**src/rtl/thor2021_vmem_seq.sv**
```systemverilog
// Vector/scalar memory element sequencer: walks the enabled elements, steps the address
// generator, issues one request per element and counts completions. Optional checking: VMEM_SEQ_ERRCHK_EN.
module thor2021_vmem_seq #(
    parameter int MAXVL  = 64,
    parameter int STEPW  = 6,
    parameter int MAXOUT = 4
) (
    input  logic             clk,
    input  logic             rst,
    input  logic             start_i,
    input  logic             vec_i,
    input  logic             store_i,
    input  logic [STEPW:0]   vl_i,
    input  logic [MAXVL-1:0] mask_i,
    output logic [STEPW-1:0] step_o,
    output logic             mreq_o,
    input  logic             mreq_rdy_i,
    output logic             mreq_we_o,
    output logic [STEPW-1:0] mreq_elem_o,
    input  logic             mack_i,
    output logic             idle_o,
    output logic             done_o,
    output logic             err_o
);

    localparam int OUTW = $clog2(MAXOUT + 1);

    localparam logic [2:0] ST_IDLE   = 3'd0;
    localparam logic [2:0] ST_SCAN   = 3'd1;
    localparam logic [2:0] ST_EAWAIT = 3'd2;
    localparam logic [2:0] ST_ISSUE  = 3'd3;
    localparam logic [2:0] ST_DRAIN  = 3'd4;
    localparam logic [2:0] ST_DONE   = 3'd5;

    localparam logic [STEPW:0]  VL_MAX  = (STEPW + 1)'(MAXVL);
    localparam logic [OUTW-1:0] OUT_MAX = OUTW'(MAXOUT);

    logic [2:0]       state_q, state_d;
    logic             store_q, store_d;
    logic [STEPW:0]   vl_q, vl_d;
    logic [MAXVL-1:0] mask_q, mask_d;
    logic [STEPW:0]   cursor_q, cursor_d;
    logic [STEPW-1:0] step_q, step_d;
    logic             mreq_q, mreq_d;
    logic [STEPW-1:0] elem_q, elem_d;
    logic [OUTW-1:0]  out_q, out_d;

    logic             found;
    logic [STEPW-1:0] found_idx;
    logic             hs;

    assign hs = mreq_q & mreq_rdy_i;

    // Lowest enabled element in [cursor, vl); iterating downward lets the lowest match win.
    always_comb begin
        found     = 1'b0;
        found_idx = '0;
        for (int i = MAXVL - 1; i >= 0; i--) begin
            if (mask_q[i] && ((STEPW + 1)'(i) >= cursor_q) && ((STEPW + 1)'(i) < vl_q)) begin
                found     = 1'b1;
                found_idx = STEPW'(i);
            end
        end
    end

    always_comb begin
        state_d  = state_q;
        store_d  = store_q;
        vl_d     = vl_q;
        mask_d   = mask_q;
        cursor_d = cursor_q;
        step_d   = step_q;
        mreq_d   = mreq_q;
        elem_d   = elem_q;

        case (state_q)
            ST_IDLE: begin
                if (start_i) begin
                    store_d  = store_i;
                    cursor_d = '0;
                    state_d  = ST_SCAN;
                    if (vec_i) begin
                        vl_d   = (vl_i > VL_MAX) ? VL_MAX : vl_i;
                        mask_d = mask_i;
                    end else begin
                        vl_d   = (STEPW + 1)'(1);
                        mask_d = MAXVL'(1);
                    end
                end
            end
            ST_SCAN: begin
                if (!found) begin
                    state_d = ST_DRAIN;
                end else if (out_q < OUT_MAX) begin
                    step_d  = found_idx;
                    state_d = ST_EAWAIT;
                end
            end
            ST_EAWAIT: begin
                mreq_d  = 1'b1;
                elem_d  = step_q;
                state_d = ST_ISSUE;
            end
            ST_ISSUE: begin
                if (hs) begin
                    mreq_d   = 1'b0;
                    cursor_d = {1'b0, step_q} + (STEPW + 1)'(1);
                    state_d  = ST_SCAN;
                end
            end
            ST_DRAIN: begin
                if (out_q == '0) begin
                    state_d = ST_DONE;
                end
            end
            ST_DONE: begin
                state_d = ST_IDLE;
            end
            default: begin
                state_d = ST_IDLE;
                mreq_d  = 1'b0;
            end
        endcase
    end

    // A handshake and an ack in the same cycle cancel; a stray ack never underflows.
    always_comb begin
        out_d = out_q;
        if (hs && !mack_i) begin
            out_d = out_q + OUTW'(1);
        end else if (!hs && mack_i && (out_q != '0)) begin
            out_d = out_q - OUTW'(1);
        end
    end

    always_ff @(posedge clk or posedge rst) begin
        if (rst) begin
            state_q  <= ST_IDLE;
            store_q  <= 1'b0;
            vl_q     <= '0;
            mask_q   <= '0;
            cursor_q <= '0;
            step_q   <= '0;
            mreq_q   <= 1'b0;
            elem_q   <= '0;
            out_q    <= '0;
        end else begin
            state_q  <= state_d;
            store_q  <= store_d;
            vl_q     <= vl_d;
            mask_q   <= mask_d;
            cursor_q <= cursor_d;
            step_q   <= step_d;
            mreq_q   <= mreq_d;
            elem_q   <= elem_d;
            out_q    <= out_d;
        end
    end

`ifdef VMEM_SEQ_ERRCHK_EN
    logic err_q, err_d;

    always_comb begin
        err_d = err_q
              | (mack_i && (out_q == '0))
              | (start_i && (state_q != ST_IDLE));
    end

    always_ff @(posedge clk or posedge rst) begin
        if (rst) begin
            err_q <= 1'b0;
        end else begin
            err_q <= err_d;
        end
    end

    assign err_o = err_q;
`else
    assign err_o = 1'b0;
`endif

    assign step_o      = step_q;
    assign mreq_o      = mreq_q;
    assign mreq_we_o   = store_q;
    assign mreq_elem_o = elem_q;
    assign idle_o      = (state_q == ST_IDLE);
    assign done_o      = (state_q == ST_DONE);

endmodule

```
**config.mk**
```make
export PLATFORM = sky130hd
export DESIGN_NAME = thor2021_vmem_seq
export DESIGN_NICKNAME = d
export VERILOG_FILES = /design/src/rtl/thor2021_vmem_seq.sv
export SDC_FILE = /design/constraint.sdc
export NUM_CORES = 1
export LEC_CHECK = 0
export BUFFER_PORTS_ARGS = -buffer_cell sky130_fd_sc_hd__buf_4
export CAP_MARGIN = 20
export CORE_MARGIN = 1.5
export CORE_UTILIZATION = 58
export DETAILED_ROUTE_END_ITERATION = 6
export PLACE_DENSITY = 0.81
export SLEW_MARGIN = 25
export SYNTH_ARGS = -nofsm -noshare
export SYNTH_HDL_FRONTEND = slang
export SYNTH_SLANG_ARGS = --single-unit
```
**constraint.sdc**
```tcl
create_clock -name clk -period 3.7 [get_ports clk]
set_input_delay 0.74 -clock clk [delete_from_list [all_inputs] [get_ports clk]]
set_output_delay 0.74 -clock clk [all_outputs]
set_load 0.005 [all_outputs]
```
==> out/results.txt <==
Status: completed
EDFF count, synth: 0
Sequential area share after synthesis: 37.76%
Cell family with most CP delay: compound AO/OA/AOI/OAI gates
Initial antenna violation count: 0
Fin crit period: 3.595 ns
Global-route wire length before repair: 36.00 mm
Top-area cell type share of the netlist area: 37.76%
Die Wd: 108.8 um
Total grt overflow: 0
Cell-internal power: 0.003440 W
Reg clk slew, reported paths: 0.09 ns
Avg Cell Area, Syn: 7.968 um^2
Multiplexer share of the synthesized area: 1.195%
Initial Util: 59.64%
Cts bufs inserted: 9
Gr busiest metal: met2
Die area: 11,840 um^2
WL final: 23.74 mm
CP max stage cell: dfrtp_1
P_leak: 3.569 nW
Ranking of synthesized cells by area: dfrtp_1 38%, nand2_1 10%, nand3_1 6.0%
Sink Count: 98
GR Util met2: 62.76%
Commonest non-fill, non-tap cells in the layout: 172 x nand2_1, 143 x buf_4, 98 x dfrtp_1
Clock power share: 9.8%
Sequential share of power: 31.4%
Clk Latency, worst-skew pair: 0.39 ns
Final Hold Vio Count: 0
Area growth from synthesis to layout: 18.30%
Synth warn: 0
Post-synth ARST share: 100.0%
WP buf/inv: 3
Synth Area in Simple Gates: 30.75%
Post-synthesis cell type count: 82
RSZ-0062 raised after global routing: false
GRT Util Overall: 41.29%
Number of diodes: 0
Largest net degree at the start of global routing: 69
Post-Place Setup Slack: 0.2636 ns
Post-synth top area cell: dfrtp_1
GR Util met3: 9.444%
Min-delay worst type: flop to flop
Most common cell after layout, fill and taps aside: nand2_1
Final setup fails: 0
Worst-Margin Slew: 1.027 ns
First-pass detailed-route iteration total: 5
Post-CTS Setup Inserts: 0
Maximum VDD drop: 0.0005335 V
P_sw: 0.003501 W
Skew final: 0.01465 ns
Post-Syn Area: 6494 um^2
Met1 Usage GRT: 55.22%
Synth Area in Compound Gates: 23.78%
Syn_nets: 895
Crit path top cell by count: buf_4
Post-CTS Hold Fix Bufs: 0
Switching Share: 50.44%
Die Y: 108.8 um
PnR worst setup slack: 0.1046 ns
Via density: 6.681
DR WL/cell: 22.50 um
Worst EP arrival: 3.87 ns
H-tree depth: 3
Residual DRC: 0
CP endpoint kind: flop
CTS Root Cell: clkbuf_8
Critical path class: flop to flop
Iter 0 DRT Violations: 1,044
RePlAce Congestion: 1.163
Max-cap check violation count: 0
Fin. max-slew vios: 0
Slew HR: 30.99%
Filler instances: 876
Tcrit/Tclk final: 97.17%
#FFs+latches synth: 98
Adder-Cell Fraction of Synth Area: 0.5010%
NumNets Final: 990
Crit path launch type: flop
Share of layout cells above drive strength 1: 21.75%
Ys flop type: dfrtp_1
Largest family of logic cells by synthesized area: simple AND/OR/NAND/NOR gates
Post-synthesis xor/xnor area fraction: 0.5395%
Critical Path Max Stage Delay: 0.64 ns
CP Cell Sequence: buf_4 > o21bai_1 > a2111oi_2 > o21ba_2 > a211oi_1 > o21ai_0 > a2111oi_0 > buf_4 > nor4_1 > nor4_1 > buf_4 > o31ai_1
CTS tree: done
Total core area: 10,890 um^2
Max Freq: 0.2781 GHz
Vias in the first global route: 6,559
Worst-path maximum fanout: 12
IO Pins: 95
Port Buf Inserts: 93
Row count: 38
DP HPWL: 18.24 mm
Comb pwr share: 58.9%
Via count: 7,048
CTS resizes: 0
Required @ worst endpoint: 3.98 ns
Pwr/cell area: 903.5 nW/um^2
Antenna viol nets, final: 0
TNS Setup: 0 ns
Syn Inst Count: 815
Clk buf depth: 2
synthesized netlist by cell type, types with 8 or more instances:
library cell  instances
clkbuf_1             34
dfrtp_1              98
nand3_1              78
and2_1                8
nor2_1               42
a31oi_1              12
o2111a_1             11
o31ai_1              12
nand4_1              10
nand2_1             173
o21ai_0              56
and3_1                9
or3_1                 9
a21oi_1              29
inv_1                21
nor3_1               24
o2111ai_1             9
nand2b_1              8
buf_2                23
flip-flops by register name, indices dropped and copies added (netlist names):
signal / flops
mreq_we_o: 1
state_q: 3
mreq_o: 1
step_o: 6
mreq_elem_o: 6
out_q: 3
vl_q: 7
mask_q: 64
cursor_q: 7
kinds of logic (layout without fill, tap and decap cells):
logic type,Yosys count,after routing
simple gates,407,407
compound gates,214,214
flops,98,98
buf+inv,82,182
mux,7,7
xor+xnor,4,4
fa+ha+maj,2,2
other cells,1,1
worst register-to-register path, stage by stage, from the launching register on:
cell and delay [ns]:
dfrtp_1 0.64, buf_4 0.24, o21bai_1 0.15, a2111oi_2 0.49, o21ba_2 0.22, a211oi_1 0.21
o21ai_0 0.18, a2111oi_0 0.50, buf_4 0.19, nor4_1 0.05, nor4_1 0.36, buf_4 0.19
o31ai_1 0.06
stage by stage:
step	std cells	area [um^2]	utilization, %	hold slack (ns)	power [W]
after floorplan	815	6494	-	0.4307	0.004481
after global placement	1039	7498	68.87	0.4521	0.005969
after detailed placement	1039	7498	68.87	0.4567	0.006062
after CTS	1055	7682	70.56	0.4771	0.006739
after global routing	1055	7682	70.56	0.4936	0.007294
final	1055	7682	70.56	0.4747	0.006941
power groups by stage:
stage / sequential [W] / clock (W) / combinational, W
6_report: 0.00218 / 0.000678 / 0.00409
5_1_grt: 0.00221 / 0.000719 / 0.00437
4_1_cts: 0.00214 / 0.000674 / 0.00393
3_5_place_dp: 0.00216 / 0 / 0.00390
3_3_place_gp: 0.00214 / 0 / 0.00383
2_1_floorplan: 0.00183 / 0 / 0.00265
per-layer routing:
layer  share of wire (%)  up-vias
met1                  40     3307
met4                 5.3        0
met3                  11      100
met5                   0        -
met2                  44      485
li1                    -     3156
path summary, 6_finish.rpt:
| check | from | to | slack, ns | depth (start not counted) |
|---|---|---|---|---|
| worst max-delay path | vl_q[6] | step_o[1] | 0.10 | 12 |
| worst min-delay path | mask_q[25] | mask_q[25] | 0.47 | 2 |
| worst max register to register | vl_q[6] | step_o[1] | 0.10 | 12 |
| worst min register to register | mask_q[25] | mask_q[25] | 0.47 | 2 |
| max in group asynchronous | rst | mask_q[8] | 2.44 | 3 |
| min in group asynchronous | rst | vl_q[0] | 0.49 | 2 |
final cells by class:
class | instances | area [um^2] | share of cell area, %
timing repair buffer | 144 | 1094 | 14.23
clock buffer | 15 | 176.4 | 2.296
clock inverter | 1 | 7.507 | 0.09772
inverter | 22 | 83.83 | 1.091
sequential | 98 | 2452 | 31.92
tap | 140 | 175.2 | 2.280
multi-input combinational | 635 | 3694 | 48.08
No activity file was read; power rests on OpenSTA's default activity.
